--- src/rtl/keypad_scanner_pkg.sv ---
// Shared types and helpers for the 4x4 keypad scanner.
package gomoku_kb_pkg;

  typedef logic [3:0] key_code_t;

  typedef enum logic [1:0] {
    KB_IDLE       = 2'd0,
    KB_DB_PRESS   = 2'd1,
    KB_HELD       = 2'd2,
    KB_DB_RELEASE = 2'd3
  } kb_state_e;

  typedef enum logic [1:0] {
    SCAN_NONE   = 2'd0,
    SCAN_SINGLE = 2'd1,
    SCAN_MULTI  = 2'd2
  } scan_kind_e;

  typedef struct packed {
    scan_kind_e kind;
    logic [1:0] idx;
  } row_dec_t;

  // Codes at or above this value are X coordinates, below are Y.
  localparam int KEY_X_BASE = 8;

  // Active-low column drive pattern for column index idx (0 -> 0111).
  function automatic logic [3:0] col_drive(input logic [1:0] idx);
    return ~(4'b1000 >> idx);
  endfunction

  // Classify one active-low row sample: no key, one row, or several rows.
  function automatic row_dec_t row_decode(input logic [3:0] row);
    row_dec_t d;
    d.kind = SCAN_MULTI;
    d.idx  = 2'd0;
    case (row)
      4'b0111: begin d.kind = SCAN_SINGLE; d.idx = 2'd0; end
      4'b1011: begin d.kind = SCAN_SINGLE; d.idx = 2'd1; end
      4'b1101: begin d.kind = SCAN_SINGLE; d.idx = 2'd2; end
      4'b1110: begin d.kind = SCAN_SINGLE; d.idx = 2'd3; end
      4'b1111: begin d.kind = SCAN_NONE;   d.idx = 2'd0; end
      default: begin d.kind = SCAN_MULTI;  d.idx = 2'd0; end
    endcase
    return d;
  endfunction

endpackage

--- src/rtl/keypad_scanner_if.sv ---
// Keypad-side and consumer-side signals of the keypad scanner.
import gomoku_kb_pkg::*;

interface keypad_scanner_if;
  logic [3:0] keyboard_row;
  logic [3:0] keyboard_col;
  logic       key_valid;
  key_code_t  key_code;
  logic       key_down;

  modport master (
    input  keyboard_row,
    output keyboard_col,
    output key_valid,
    output key_code,
    output key_down
  );

  modport slave (
    output keyboard_row,
    input  keyboard_col,
    input  key_valid,
    input  key_code,
    input  key_down
  );
endinterface

--- src/rtl/keypad_scanner_column_scan.sv ---
// Column walker: drives one column low at a time, samples the rows at the end
// of each dwell and folds the four samples into one per-scan result.
module kb_column_scan
  import gomoku_kb_pkg::*;
#(
  parameter int SETTLE_CYCLES = 2
) (
  input  logic       clk,
  input  logic       rst,
  input  logic [3:0] i_row,
  output logic [3:0] o_col,
  output logic       o_scan_done,
  output scan_kind_e o_scan_kind,
  output key_code_t  o_scan_code
);

  localparam int PW = (SETTLE_CYCLES > 0) ? $clog2(SETTLE_CYCLES + 1) : 1;
  localparam logic [PW-1:0] PHASE_LAST = PW'(SETTLE_CYCLES);

  logic [PW-1:0] r_phase;
  logic [1:0]    r_col_idx;
  logic [3:0]    r_col;
  scan_kind_e    r_acc_kind;
  key_code_t     r_acc_code;

  logic       w_sample;
  logic [1:0] w_col_idx_nxt;
  row_dec_t   w_dec;
  scan_kind_e w_kind;
  key_code_t  w_code;

  assign w_sample      = (r_phase == PHASE_LAST);
  assign w_col_idx_nxt = r_col_idx + 2'd1;
  assign w_dec         = row_decode(i_row);

  assign o_col       = r_col;
  assign o_scan_done = w_sample && (r_col_idx == 2'd3);
  assign o_scan_kind = w_kind;
  assign o_scan_code = w_code;

  // Merge the current column's sample into the running scan result.
  always_comb begin
    w_kind = r_acc_kind;
    w_code = r_acc_code;
    if (w_sample) begin
      case (w_dec.kind)
        SCAN_NONE: begin
          w_kind = r_acc_kind;
        end
        SCAN_SINGLE: begin
          if (r_acc_kind == SCAN_NONE) begin
            w_kind = SCAN_SINGLE;
            w_code = {w_dec.idx, r_col_idx};
          end else begin
            w_kind = SCAN_MULTI;
          end
        end
        default: begin
          w_kind = SCAN_MULTI;
        end
      endcase
    end else begin
      w_kind = r_acc_kind;
    end
  end

  // Dwell counter, column stepping and accumulator; the column moves only
  // after its sample so the sample never sees a column edge.
  always_ff @(posedge clk or posedge rst) begin
    if (rst) begin
      r_phase    <= '0;
      r_col_idx  <= 2'd0;
      r_col      <= 4'b0111;
      r_acc_kind <= SCAN_NONE;
      r_acc_code <= 4'd0;
    end else if (w_sample) begin
      r_phase   <= '0;
      r_col_idx <= w_col_idx_nxt;
      r_col     <= col_drive(w_col_idx_nxt);
      if (r_col_idx == 2'd3) begin
        r_acc_kind <= SCAN_NONE;
        r_acc_code <= 4'd0;
      end else begin
        r_acc_kind <= w_kind;
        r_acc_code <= w_code;
      end
    end else begin
      r_phase <= r_phase + PW'(1);
    end
  end

endmodule

--- src/rtl/keypad_scanner.sv ---
// Keypad scanner top: debounce FSM over whole-scan results plus registered
// key event outputs.
module keypad_scanner
  import gomoku_kb_pkg::*;
#(
  parameter int SETTLE_CYCLES  = 2,
  parameter int DEBOUNCE_SCANS = 4
) (
  input  logic              kb_scan_clk,
  input  logic              rst,
  keypad_scanner_if.master  kb
);

  localparam int CW = $clog2(DEBOUNCE_SCANS + 1);
  localparam logic [CW-1:0] CNT_TGT = CW'(DEBOUNCE_SCANS);
  localparam logic [CW-1:0] CNT_ONE = CW'(1);

  localparam logic [1:0] S_IDLE       = KB_IDLE;
  localparam logic [1:0] S_DB_PRESS   = KB_DB_PRESS;
  localparam logic [1:0] S_HELD       = KB_HELD;
  localparam logic [1:0] S_DB_RELEASE = KB_DB_RELEASE;

  // Saturating increment for the debounce counter.
  function automatic logic [CW-1:0] sat_inc(input logic [CW-1:0] v);
    if (v == {CW{1'b1}}) begin
      return v;
    end else begin
      return v + CW'(1);
    end
  endfunction

  logic          w_scan_done;
  scan_kind_e    w_scan_kind;
  key_code_t     w_scan_code;
  logic [3:0]    w_col;

  logic [1:0]    r_state;
  logic [CW-1:0] r_cnt;
  key_code_t     r_cand;
  key_code_t     r_key_code;
  logic          r_key_valid;
  logic          r_key_down;

  logic [1:0]    w_state_nxt;
  logic [CW-1:0] w_cnt_nxt;
  logic [CW-1:0] w_inc;
  key_code_t     w_cand_nxt;
  key_code_t     w_code_nxt;
  logic          w_valid_nxt;
  logic          w_down_nxt;
  logic          w_single;
  logic          w_none;

  kb_column_scan #(
    .SETTLE_CYCLES(SETTLE_CYCLES)
  ) u_scan (
    .clk         (kb_scan_clk),
    .rst         (rst),
    .i_row       (kb.keyboard_row),
    .o_col       (w_col),
    .o_scan_done (w_scan_done),
    .o_scan_kind (w_scan_kind),
    .o_scan_code (w_scan_code)
  );

  assign kb.keyboard_col = w_col;
  assign kb.key_valid    = r_key_valid;
  assign kb.key_code     = r_key_code;
  assign kb.key_down     = r_key_down;

  assign w_inc    = sat_inc(r_cnt);
  assign w_single = (w_scan_kind == SCAN_SINGLE);
  assign w_none   = (w_scan_kind == SCAN_NONE);

  // Debounce decisions, taken once per completed scan.
  always_comb begin
    w_state_nxt = r_state;
    w_cnt_nxt   = r_cnt;
    w_cand_nxt  = r_cand;
    w_code_nxt  = r_key_code;
    w_valid_nxt = 1'b0;
    w_down_nxt  = r_key_down;
    if (w_scan_done) begin
      case (r_state)
        S_IDLE: begin
          if (w_single) begin
            w_cand_nxt = w_scan_code;
            w_cnt_nxt  = CNT_ONE;
            if (CNT_ONE >= CNT_TGT) begin
              w_code_nxt  = w_scan_code;
              w_valid_nxt = 1'b1;
              w_down_nxt  = 1'b1;
              w_state_nxt = S_HELD;
            end else begin
              w_state_nxt = S_DB_PRESS;
            end
          end else begin
            w_state_nxt = S_IDLE;
          end
        end
        S_DB_PRESS: begin
          if (w_single && (w_scan_code == r_cand)) begin
            w_cnt_nxt = w_inc;
            if (w_inc >= CNT_TGT) begin
              w_code_nxt  = r_cand;
              w_valid_nxt = 1'b1;
              w_down_nxt  = 1'b1;
              w_state_nxt = S_HELD;
            end else begin
              w_state_nxt = S_DB_PRESS;
            end
          end else if (w_single) begin
            w_cand_nxt = w_scan_code;
            w_cnt_nxt  = CNT_ONE;
          end else begin
            w_cnt_nxt   = '0;
            w_state_nxt = S_IDLE;
          end
        end
        S_HELD: begin
          if (w_single && (w_scan_code == r_key_code)) begin
            w_state_nxt = S_HELD;
          end else if (w_none) begin
            w_cnt_nxt = CNT_ONE;
            if (CNT_ONE >= CNT_TGT) begin
              w_cnt_nxt   = '0;
              w_down_nxt  = 1'b0;
              w_state_nxt = S_IDLE;
            end else begin
              w_state_nxt = S_DB_RELEASE;
            end
          end else begin
            w_cnt_nxt   = '0;
            w_state_nxt = S_DB_RELEASE;
          end
        end
        S_DB_RELEASE: begin
          if (w_none) begin
            w_cnt_nxt = w_inc;
            if (w_inc >= CNT_TGT) begin
              w_cnt_nxt   = '0;
              w_down_nxt  = 1'b0;
              w_state_nxt = S_IDLE;
            end else begin
              w_state_nxt = S_DB_RELEASE;
            end
          end else if (w_single && (w_scan_code == r_key_code)) begin
            w_state_nxt = S_HELD;
          end else begin
            w_cnt_nxt = '0;
          end
        end
        default: begin
          w_cnt_nxt   = '0;
          w_state_nxt = S_IDLE;
        end
      endcase
    end else begin
      w_state_nxt = r_state;
    end
  end

  // FSM state, debounce counter and registered key outputs.
  always_ff @(posedge kb_scan_clk or posedge rst) begin
    if (rst) begin
      r_state     <= S_IDLE;
      r_cnt       <= '0;
      r_cand      <= 4'd0;
      r_key_code  <= 4'd0;
      r_key_valid <= 1'b0;
      r_key_down  <= 1'b0;
    end else begin
      r_state     <= w_state_nxt;
      r_cnt       <= w_cnt_nxt;
      r_cand      <= w_cand_nxt;
      r_key_code  <= w_code_nxt;
      r_key_valid <= w_valid_nxt;
      r_key_down  <= w_down_nxt;
    end
  end

endmodule

--- src/flat_wrapper.sv ---
// flat-port wrapper written by rule: the top's interface ports become plain ports
module keypad_scanner_flat import gomoku_kb_pkg::*;
#(
  parameter int SETTLE_CYCLES  = 2,
  parameter int DEBOUNCE_SCANS = 4
)
  (kb_scan_clk, rst, kb_keyboard_row, kb_keyboard_col, kb_key_valid, kb_key_code, kb_key_down);
  keypad_scanner_if kb_i ();
  input  logic kb_scan_clk;
  input  logic rst;
  input wire logic [$bits(kb_i.keyboard_row)-1:0] kb_keyboard_row;
  output wire logic [$bits(kb_i.keyboard_col)-1:0] kb_keyboard_col;
  output wire logic [$bits(kb_i.key_valid)-1:0] kb_key_valid;
  output wire logic [$bits(kb_i.key_code)-1:0] kb_key_code;
  output wire logic [$bits(kb_i.key_down)-1:0] kb_key_down;
  assign kb_i.keyboard_row = kb_keyboard_row;
  assign kb_keyboard_col = kb_i.keyboard_col;
  assign kb_key_valid = kb_i.key_valid;
  assign kb_key_code = kb_i.key_code;
  assign kb_key_down = kb_i.key_down;
  keypad_scanner #(.SETTLE_CYCLES(SETTLE_CYCLES), .DEBOUNCE_SCANS(DEBOUNCE_SCANS)) u_core (.kb_scan_clk(kb_scan_clk), .rst(rst), .kb(kb_i));
endmodule
--- config.mk ---
export PLATFORM = sky130hd
export DESIGN_NAME = keypad_scanner_flat
export DESIGN_NICKNAME = d
export VERILOG_FILES = /design/src/rtl/keypad_scanner_pkg.sv /design/src/rtl/keypad_scanner_if.sv /design/src/rtl/keypad_scanner_column_scan.sv /design/src/rtl/keypad_scanner.sv /design/src/flat_wrapper.sv
export SDC_FILE = /design/constraint.sdc
export NUM_CORES = 1
export LEC_CHECK = 0
export CAP_MARGIN = 40
export CORE_MARGIN = 2
export CORE_UTILIZATION = 37
export CTS_CLUSTER_SIZE = 40
export DETAILED_ROUTE_END_ITERATION = 7
export SLEW_MARGIN = 15
export SYNTH_ARGS = -nofsm -noshare
export SYNTH_HDL_FRONTEND = slang
export SYNTH_HIERARCHICAL = 1
export SYNTH_SLANG_ARGS = --single-unit
--- constraint.sdc ---
create_clock -name kb_scan_clk -period 2.79 [get_ports kb_scan_clk]
set_input_delay 0.558 -clock kb_scan_clk [delete_from_list [all_inputs] [get_ports kb_scan_clk]]
set_output_delay 0.558 -clock kb_scan_clk [all_outputs]
set_load 0.01 [all_outputs]
==> Yosys cells after proc, flatten, opt, wreduce, memory -nomap -nowiden <==
Cells that the tools add are included.
{ "word_totals": {"ff_bits": 29, "in_bits": 6, "out_inout_bits": 10} }
{ "op_classes": {"mux": 41, "n_eq_ne": 25, "reduce_logical": 14, "bitwise": 1, "addsub": 3, "magnitude_cmp": 1, "shift": 1} }
{ "ops": {"columns": ["operator", "count"], "rows": [
  ["two-way mux 4 bit", 6],
  ["two-way mux 3 bit", 7],
  ["two-way mux 2 bit", 10],
  ["one-hot mux 4 bit (5 select lines)", 1],
  ["equality test 4 bit (second input constant)", 4],
  ["two-way mux 1 bit", 12],
  ["one-hot mux 3 bit (4 select lines)", 1],
  ["!= test 2 x 1 -> 1 bit (second input constant)", 5],
  ["equality test 2 bit (second input constant)", 4],
  ["equality test 4 bit", 2],
  ["logical NOT 2 bit", 4],
  ["one-hot mux 2 bit (4 select lines)", 1],
  ["one-hot mux 4 bit (2 select lines)", 1],
  ["AND reduction 4 bit", 2],
  ["equality test 2 x 1 -> 1 bit (second input constant)", 3],
  ["AND reduction 3 bit", 2],
  ["AND reduction 6 bit", 1],
  ["adder 2 x 1 -> 2 bit (second input constant)", 2],
  ["equality test 4 x 3 -> 1 bit (second input constant)", 1],
  ["!= test 2 bit (second input constant)", 2],
  ["NOT 4 bit", 1],
  ["one-hot mux 2 bit (2 select lines)", 1],
  ["nonzero test 2 bit", 2],
  [">> shifter 4 x 2 -> 4 bit (first input constant)", 1],
  ["other kinds (8)", 10]
]} }

==> Longest topological paths before layout <==
Gate-level depths: netlist of run 1.
{ "depth": {"word_depth": 10, "mapped_depth": 11, "depth_no_buf": 9} }

==> Modules after synthesis <==
The synthesis of run 1 kept the hierarchy.
{ "modules_own_cells": {"columns": ["mod", "cells_per_inst", "n_inst", "area_each_um2"], "rows": [
  ["keypad_scanner", 92, 1, 904.6],
  ["kb_column_scan", 82, 1, 784.5]
]} }

==> Worst setup path after synthesis of run 1 <==
Ideal clock, no wire load.
{ "synth_path": {"path_type": "register to register", "from": "register u_core.u_scan.r_acc_kind[0]", "to": "register u_core.r_key_code[0] (netlist: u_core/kb.key_code[0])", "path_buffers": 0, "period_less_slack_ps": 2740, "path_stages_with_launch": 8, "path_slack_ps": 50, "required_time_ps": 2665, "t_arrival_ps": 2615, "cell_sequence": "dfrtp_1 or4b_4 nand2b_1 mux2_1 xnor2_1 nand4_2 nor4_4 mux2_2"} }
{ "synth_via": {"elab_chain_cells": 7, "word_cells_on_any_way": 11} }
{ "synth_lines": {"columns": ["element", "line_no", "source"], "rows": [
  ["from (decl)", "keypad_scanner_column_scan.sv:23", "scan_kind_e r_acc_kind;"],
  ["from (signal assigned)", "keypad_scanner_column_scan.sv:84", "r_acc_kind <= w_kind;"],
  ["logical NOT 2 bit", "keypad_scanner_column_scan.sv:51", "if (r_acc_kind == SCAN_NONE) begin"],
  ["two-way mux 4 bit", "keypad_scanner_column_scan.sv:51", null],
  ["two-way mux 4 bit", "keypad_scanner_column_scan.sv:46", "case (w_dec.kind)"],
  ["two-way mux 4 bit", "keypad_scanner_column_scan.sv:45", "if (w_sample) begin"],
  ["via u_core.w_scan_code[1]", "keypad_scanner.sv:34", "key_code_t w_scan_code;"],
  ["equality test 4 bit", "keypad_scanner.sv:102", "if (w_single && (w_scan_code == r_cand)) begin"],
  ["logical AND 1 bit", "keypad_scanner.sv:102", null],
  ["AND reduction 4 bit (no source line)", null, null],
  ["to (signal assigned)", "keypad_scanner.sv:176", "r_key_code <= w_code_nxt;"],
  ["to (decl)", "keypad_scanner.sv:40", "key_code_t r_key_code;"]
]} }
The timed path passes the listed nets, and every way through them passes these cells.
A chain may end at the register's enable or synchronous reset.

==> Worst setup path after layout of run 1 <==
{ "layout_path": {"from": "register u_core.u_scan.r_phase[0]", "to": "register u_core.r_key_code[3] (netlist: u_core/kb.key_code[3])"} }
{ "layout_via": {"elab_chain_cells": 5, "word_cells_on_any_way": 8} }
{ "layout_lines": {"columns": ["element", "line_no", "source"], "rows": [
  ["from (decl)", "keypad_scanner_column_scan.sv:20", "logic [PW-1:0] r_phase;"],
  ["from (signal assigned)", "keypad_scanner_column_scan.sv:88", "r_phase <= r_phase + PW'(1);"],
  ["equality test 2 bit", "keypad_scanner_column_scan.sv:32", "assign w_sample = (r_phase == PHASE_LAST);"],
  ["two-way mux 4 bit", "keypad_scanner_column_scan.sv:45", null],
  ["via u_core.w_scan_code[2]", "keypad_scanner.sv:34", null],
  ["equality test 4 bit", "keypad_scanner.sv:102", null],
  ["logical AND 1 bit", "keypad_scanner.sv:102", null],
  ["AND reduction 4 bit (no source line)", null, null]
]} }
The timed path passes the listed nets, and every way through them passes these cells.

==> results.py, run 1 <==
metrics = {
    "cells_and_area": {
        "diodes": 0,
        "nFillCells": 403,
        "finalNetCount": 226,
        "seq_area_um2": 729,
        "fin_cells": 267,
        "drive_gt1_frac": 0.298,
        "syn2layout_area_growth_pct": 33.6,
        "multi_input_area_um2": 997,
    },
    "cts": {
        "cts_root_buf": "clkbuf_8",
        "cts_tree": "built",
        "clk_latency_ps": 280,
        "cts_max_level": 2,
        "clk_path_buf_depth": 2,
        "cts.sinks": 29,
        "cts_made_buffers": 5,
        "clkTransAtPathRegs_ps": 60,
    },
    "grt": {
        "grt_use_total": 0.174,
        "grt_max_degree": 16,
        "grt_antenna_before_repair": 0,
        "grt_pass1_vias": 1470,
        "grt-ovfl-total": 0,
        "grt_pass1_wl_um": 6910,
    },
    "worst_setup_path": {
        "critical_path_class": "register to register",
        "crit_family": "simple AND/OR/NAND/NOR gates",
        "crit_fanout": 6,
        "worstSetupStartpointType": "register",
        "end_kind": "register",
        "reg2reg_slack_ps": 140,
        "crit_path_top_delay_cell": "or4b_4",
        "crit_required_ps": 2960,
        "cp.arrival_ps": 2810,
        "critPathBufInv": 1,
        "cpPeakStageDelay_ps": 580,
        "path_cells": "or4b_4 > or3_4 > o21ai_2 > xnor2_1 > nand4_2 > nor4_4 > buf_4 > mux2_2",
    },
    "sta": {
        "finClkSkew_ps": 6.28,
        "fin_ws_ps": 141,
        "final.period_utilization": 0.950,
        "max_freq_mhz": 377,
        "maxSlewViolCount": 0,
        "relSlewSlack": 0.602,
        "hold_viol": 0,
        "layout_min_cycle_time_ps": 2650,
        "tightest_slew_ps": 596,
        "rsz0062_at_grt": "no",
        "setup_viol": 0,
        "final.setup.tns_ps": 0,
    },
    "power_and_ir_drop": {
        "ir_drop_mv": 0.233,
        "clkPwrFrac": 0.376,
        "power.total_mw": 0.945,
        "swShare": 0.266,
        "power.net_switching_mw": 0.252,
        "p_leak_nw": 1.03,
        "combPwrFrac": 0.124,
        "p_per_area_nw_per_um2": 419,
        "p_seq_frac": 0.500,
        "p_int_mw": 0.693,
    },
    "placed_design": {
        "place_inst": 256,
        "portBuffers": 15,
        "dp_hpwl_um": 2790,
        "place_ws_ps": -457,
        "routabilityCongestion": 0.834,
    },
    "drt": {
        "drtPass1Iterations": 6,
        "drtAntennaViolNets": 0,
        "drt_iter0_markers": 100,
        "totalWireLength_um": 4000,
        "wire_per_inst_um": 15.0,
        "vias": 1449,
        "vias_per_cell": 5.43,
        "drc": 0,
    },
    "yosys": {
        "yosys_warnings": 6,
        "yosysSeqAreaShare": 0.432,
        "synth_edf_count": 0,
        "synth_nets": 186,
        "syn_area_per_cell_um2": 9.71,
        "yosys_most_used_dff": "dfrtp_1",
        "syn_area_um2": 1690,
        "synthCells": 174,
        "async_reset_ff_frac": 1.00,
        "yosys_register_bits": 29,
        "ys_types": 47,
    },
    "outcome": {
        "status": "complete, no violations",
    },
    "floorplanning": {
        "core_area_um2": 4380,
        "start_util": 0.385,
        "chipWidth_um": 71.6,
        "die_height_um": 71.6,
        "rows": 24,
        "die_area_um2": 5120,
        "ios": 16,
    },
    "run": {
        "drv_cap": 0,
    },
    "min_path": {
        "hold_class": "register to register",
    },
}
[power groups by stage]
stage          Sequential (mW)  Combinational (mW)  Clock (mW)
2_1_floorplan            0.461              0.0759           0
3_3_place_gp             0.473              0.0986           0
6_report                 0.472               0.117       0.355
4_1_cts                  0.468               0.110       0.367
3_5_place_dp             0.475               0.106           0
5_1_grt                  0.476               0.132       0.388
[worst register-to-register path, delay by kind of cell, from the launching register on]
| family | cells | cell delay (ps) |
|---|---|---|
| mux | 1 | 330 |
| xor+xnor | 1 | 170 |
| buf+inv | 1 | 180 |
| simple gates | 4 | 1390 |
| compound gates | 1 | 100 |
| flops | 1 | 380 |
[metrics by stage]
step | area [um2] | utilization | hold WS (ps)
after floorplan | 1690 | - | 445
after global placement | 2040 | 0.466 | 467
after detailed placement | 2040 | 0.466 | 474
after CTS | 2190 | 0.500 | 487
after global routing | 2260 | 0.515 | 514
final | 2260 | 0.515 | 476
[Yosys cell counts (2+ instances only)]
cell type	instances	area (um2)
dfrtp_1	26	651
a32oi_1	2	17.5
clkbuf_1	5	18.8
nor2_1	12	45.0
nor3_1	6	30.0
dfstp_2	3	78.8
xor2_1	4	35.0
nand2_1	16	60.1
o22ai_1	2	12.5
a31oi_1	4	25.0
a21oi_1	8	40.0
o21ai_0	15	75.1
nand2b_1	7	43.8
inv_1	8	30.0
and2b_1	2	15.0
ha_1	6	75.1
nor4_1	3	18.8
mux2_2	9	101
xnor2_1	8	70.1
[sequential cells by signal, indices dropped and copies added (netlist names)]
name                      flops
u_core/r_cnt                  3
u_core/u_scan/r_acc_kind      2
u_core/kb.key_down            1
u_core/u_scan/r_acc_code      4
u_core/u_scan/o_col           4
u_core/u_scan/r_col_idx       2
u_core/kb.key_valid           1
u_core/kb.key_code            4
u_core/u_scan/r_phase         2
u_core/r_cand                 4
u_core/r_state                2
[metal layers]
metal	wire length, um	track usage	vias to the layer above
li1	-	-	695
met1	1600	0.205	712
met2	2170	0.302	33
met3	164	0.0366	9
met4	70	0.0776	0
met5	0	0	-
[kinds of logic after synthesis]
| kind of cell | synth area share |
|---|---|
| flops | 0.432 |
| compound gates | 0.144 |
| xor+xnor | 0.0622 |
| buf+inv | 0.0385 |
| mux | 0.0726 |
| simple gates | 0.206 |
| fa+ha+maj | 0.0444 |
[placed cells by master (no fill, tap or decap), types with 8 or more instances in the layout]
master,count
nor2_1,12
mux2_2,8
clkdlybuf4s50_1,11
buf_4,26
o21ai_0,14
nand2_1,16
dfrtp_1,26
inv_1,8
[final timing paths]
path	startpoint	cells past startpoint	end
min reg2reg	u_core/u_scan/o_col[3]	2	u_core/u_scan/o_col[3]
min	u_core/u_scan/o_col[3]	2	u_core/u_scan/o_col[3]
max reg2reg	u_core/u_scan/r_phase[0]	8	u_core/kb.key_code[3]
max in group asynchronous	rst	2	u_core/r_state[1]
min in group asynchronous	rst	2	u_core/u_scan/r_acc_kind[1]
max	u_core/u_scan/r_phase[0]	8	u_core/kb.key_code[3]
[repair_timing]
action	4_1_cts	5_1_grt
pin swaps	4	7
hold buffers	0	0
setup buffers	2	2
resized for setup	13	10
endpoints found under the setup margin	9	13
[final cells by class]
| class | instances | share of cell area |
|---|---|---|
| Tap cell | 52 | 0.0288 |
| Inverter | 8 | 0.0133 |
| Sequential cell | 29 | 0.323 |
| Clock buffer | 8 | 0.0399 |
| Multi-Input combinational cell | 129 | 0.442 |
| Timing Repair Buffer | 41 | 0.153 |
Note: power is estimated with default switching activity, not from simulation.
==> run 2: changes to the inputs <==
--- a/config.mk
+++ b/config.mk
@@ -5,6 +5,7 @@
 export SDC_FILE = /design/constraint.sdc
 export NUM_CORES = 1
 export LEC_CHECK = 0
+export ABC_AREA = 1
 export CAP_MARGIN = 40
 export CORE_MARGIN = 2
 export CORE_UTILIZATION = 37
==> run 2 against run 1 <==
Flip-flop and latch count did not move. Critical path depth rose by 10. Design area barely moved. Critical endpoint is now u_core/kb.key_code[1]. Register-to-register slack improved by 400 ps. Highest routed layer unchanged. Core utilization fell by 4.0 points. First-iteration DRC count fell by 24%. Synthesized area rose by 8.1%. Sequential share of layout area barely moved. Maximum frequency rose by 1.8%. Synthesized cell count rose by 44%. Clock power rose by 28%.
==> results.py, run 2 <==
metrics = {
    "sta": {
        "finClkSkew_ps": 4.12,
        "max_freq_mhz": 384,
        "setup_viol": 0,
        "maxSlewViolCount": 0,
        "layout_min_cycle_time_ps": 2600,
        "hold_viol": 0,
        "final.setup.tns_ps": 0,
        "tightest_slew_ps": 591,
        "hold_ws_ps": 441,
        "relSlewSlack": 0.606,
        "final.period_utilization": 0.933,
    },
    "worst_setup_path": {
        "critical_path_class": "primary input to register",
        "startpoint": "kb_keyboard_row[0]",
        "r2r_end": "u_core/kb.key_code[1]",
        "worstSetupStartpointType": "primary input",
        "cpPeakStageDelay_ps": 490,
        "crit_path_top_delay_cell": "clkdlybuf4s50_1",
        "path_cells": "clkdlybuf4s50_1 > inv_1 > nor2_2 > nand2_1 > nand2_1 > nor2_1 > nor2_4 > nand2_4 > buf_4 > o21a_1 > nor2_4 > inv_2 > nor2_4 > inv_2 > nor2_4 > nand3_4 > nand2_1 > o21ai_1",
        "crit_required_ps": 2960,
        "reg2reg_slack_ps": 540,
        "reg2reg_depth": 16,
        "r2r-start": "u_core/u_scan/r_phase[0]",
        "crit_fanout": 9,
        "cp.arrival_ps": 2780,
        "crit_top_cell": "nor2_4",
        "end_kind": "register",
    },
    "cts": {
        "cts_hold_repair.buffers": 0,
        "cts_root_buf": "clkbuf_8",
        "post-cts-setup-buffers": 0,
        "clk_latency_ps": 280,
        "cts_made_buffers": 5,
        "cts.sinks": 29,
        "ctsResizeCount": 0,
        "cts_max_level": 2,
        "cts_tree": "built",
        "clkTransAtPathRegs_ps": 70,
        "clk_path_buf_depth": 2,
    },
    "floorplanning": {
        "die_area_um2": 5520,
        "chipWidth_um": 74.3,
        "rows": 25,
        "start_util": 0.384,
        "ios": 16,
        "core_area_um2": 4750,
        "die_height_um": 74.3,
    },
    "placed_design": {
        "routabilityCongestion": 0.869,
        "dpl-instance-area_um2": 2120,
        "dp_hpwl_um": 2910,
        "portBuffers": 15,
    },
    "min_path": {
        "worstHoldStart": "u_core/u_scan/r_phase[0]",
        "hold_class": "register to register",
        "min_path_cells": 1,
        "hold_path_end": "u_core/u_scan/r_phase[0]",
    },
    "cells_and_area": {
        "final_cell_area_um2": 2260,
        "final_common_cell": "nand2_1",
        "syn2layout_area_growth_pct": 23.6,
        "seq_area_um2": 729,
        "multi_input_area_um2": 947,
        "finalNetCount": 292,
        "layout_common_cells": "nand2_1, inv_1, dfrtp_1, nor2_1, o21ai_0",
        "drive_gt1_frac": 0.181,
        "diodes": 0,
        "fin_util": 0.475,
        "nFillCells": 472,
    },
    "power_and_ir_drop": {
        "p_per_area_nw_per_um2": 416,
        "p_leak_nw": 1.17,
        "p_int_mw": 0.736,
        "swShare": 0.216,
        "power.net_switching_mw": 0.203,
        "combPwrFrac": 0.059,
        "p_seq_frac": 0.455,
        "power.total_mw": 0.938,
        "ir_drop_mv": 0.140,
        "clkPwrFrac": 0.486,
    },
    "yosys": {
        "yosys_warnings": 6,
        "ys_types": 27,
        "synth_top_area_cell": "dfrtp_1",
        "yosys_register_bits": 29,
        "syn_area_per_cell_um2": 7.28,
        "synthCells": 251,
        "synth_top_area_frac": 0.356,
        "synth_edf_count": 0,
        "async_reset_ff_frac": 1.00,
        "yosys.cell_count.top_type": "nand2_1",
        "syn_area_um2": 1830,
        "synth_nets": 263,
        "yosysSeqAreaShare": 0.399,
        "yosys_most_used_dff": "dfrtp_1",
        "synth_common_cells": "nand2_1, inv_1, dfrtp_1",
        "synth_top_cells_by_area": "dfrtp_1, nand2_1, inv_1, dfstp_2, nor2_4",
    },
    "grt": {
        "grt_pass1_vias": 1467,
        "grt_use_total": 0.151,
        "use_met3": 0.0434,
        "grt_pass1_wl_um": 6370,
        "met1_usage": 0.194,
        "grt_max_degree": 19,
        "busiest_layer": "met2",
        "grt_antenna_before_repair": 0,
        "use_met2": 0.238,
        "grt-ovfl-total": 0,
    },
    "drt": {
        "totalWireLength_um": 3710,
        "drtPass1Iterations": 4,
        "vias": 1563,
        "drtAntennaViolNets": 0,
        "vias_per_cell": 4.49,
        "drt_iter0_markers": 76,
        "wire_per_inst_um": 10.6,
        "drc": 0,
    },
    "outcome": {
        "status": "complete, no violations",
    },
    "run": {
        "drv_cap": 0,
    },
}
==> run 2: changes by cell type in the layout (fill, tap and decap cells not counted), sizes merged, moves of 6 or more <==
cell    previous run  this run
buf               26         8
inv                8        43
mux2              10         0
nand2             16        86
nand2b             7         0
nand3              1        14
nor2              12        27
nor3               7         1
xnor2              8         2
==> run 2: cells by family after synthesis <==
family,after synthesis,synth area share
buffers and inverters,45,0.0925
flip-flops,29,0.399
AND/OR/NAND/NOR,137,0.365
adder cells (fa/ha/maj),6,0.0411
XOR/XNOR,3,0.0144
AO/OA/AOI/OAI,31,0.0877
==> run 2: layout make-up <==
| type | count | area share |
|---|---|---|
| timing repair buffer | 23 | 0.0953 |
| multi-input combinational | 177 | 0.420 |
| clock buffer | 7 | 0.0382 |
| sequential | 29 | 0.323 |
| inverter | 44 | 0.0732 |
| tap | 67 | 0.0371 |
| clock inverter | 1 | 0.0133 |
==> run 2: worst max-delay path by stage <==
stage	endpoint	slack (ps)	depth (start not counted)
floorplan	u_core/r_state[0]	640	15
global placement	u_core/kb.key_code[3]	-70	18
detailed placement	u_core/r_state[0]	-100	18
CTS	u_core/r_state[0]	200	18
global route	u_core/r_cand[1]	-30	17
finish	u_core/kb.key_code[1]	190	18
==> run 2: critical path, delay by kind of cell <==
kind	cells	cell delay, ps
buffers and inverters	5	850
AOI/OAI and AO/OA	2	190
and+or+nand+nor	11	1180
==> run 2: power groups by stage <==
stage          combinational (mW)  clock (mW)  sequential, mW
2_1_floorplan              0.0352           0           0.434
3_3_place_gp               0.0549           0           0.435
3_5_place_dp               0.0553           0           0.434
4_1_cts                    0.0555       0.471           0.427
5_1_grt                    0.0629       0.490           0.427
6_report                   0.0552       0.456           0.427
==> run 2: through the flow <==
step / setup WS, ps / std cells
6_report: 188 / 348
5_1_grt: -27.7 / 348
4_1_cts: 197 / 348
3_5_place_dp: -95.6 / 340
3_3_place_gp: -71.0 / 340
2_1_floorplan: 636 / 251
==> run 2: routing by layer <==
layer  up-vias  part of all wire  routed length [um]
li1        834                 -                   -
met1       697              0.50                1840
met2        25              0.45                1670
met3         7             0.038                 142
met4         0             0.016                  59
met5         -                 0                   0
==> run 3: changes to the inputs <==
--- a/config.mk
+++ b/config.mk
@@ -6,6 +6,7 @@
 export NUM_CORES = 1
 export LEC_CHECK = 0
 export ABC_AREA = 1
+export ABC_CLOCK_PERIOD_IN_PS = 2790
 export CAP_MARGIN = 40
 export CORE_MARGIN = 2
 export CORE_UTILIZATION = 37
==> results of run 3 <==
No change in the layout: final DEF, timing and power equal those of run 2.
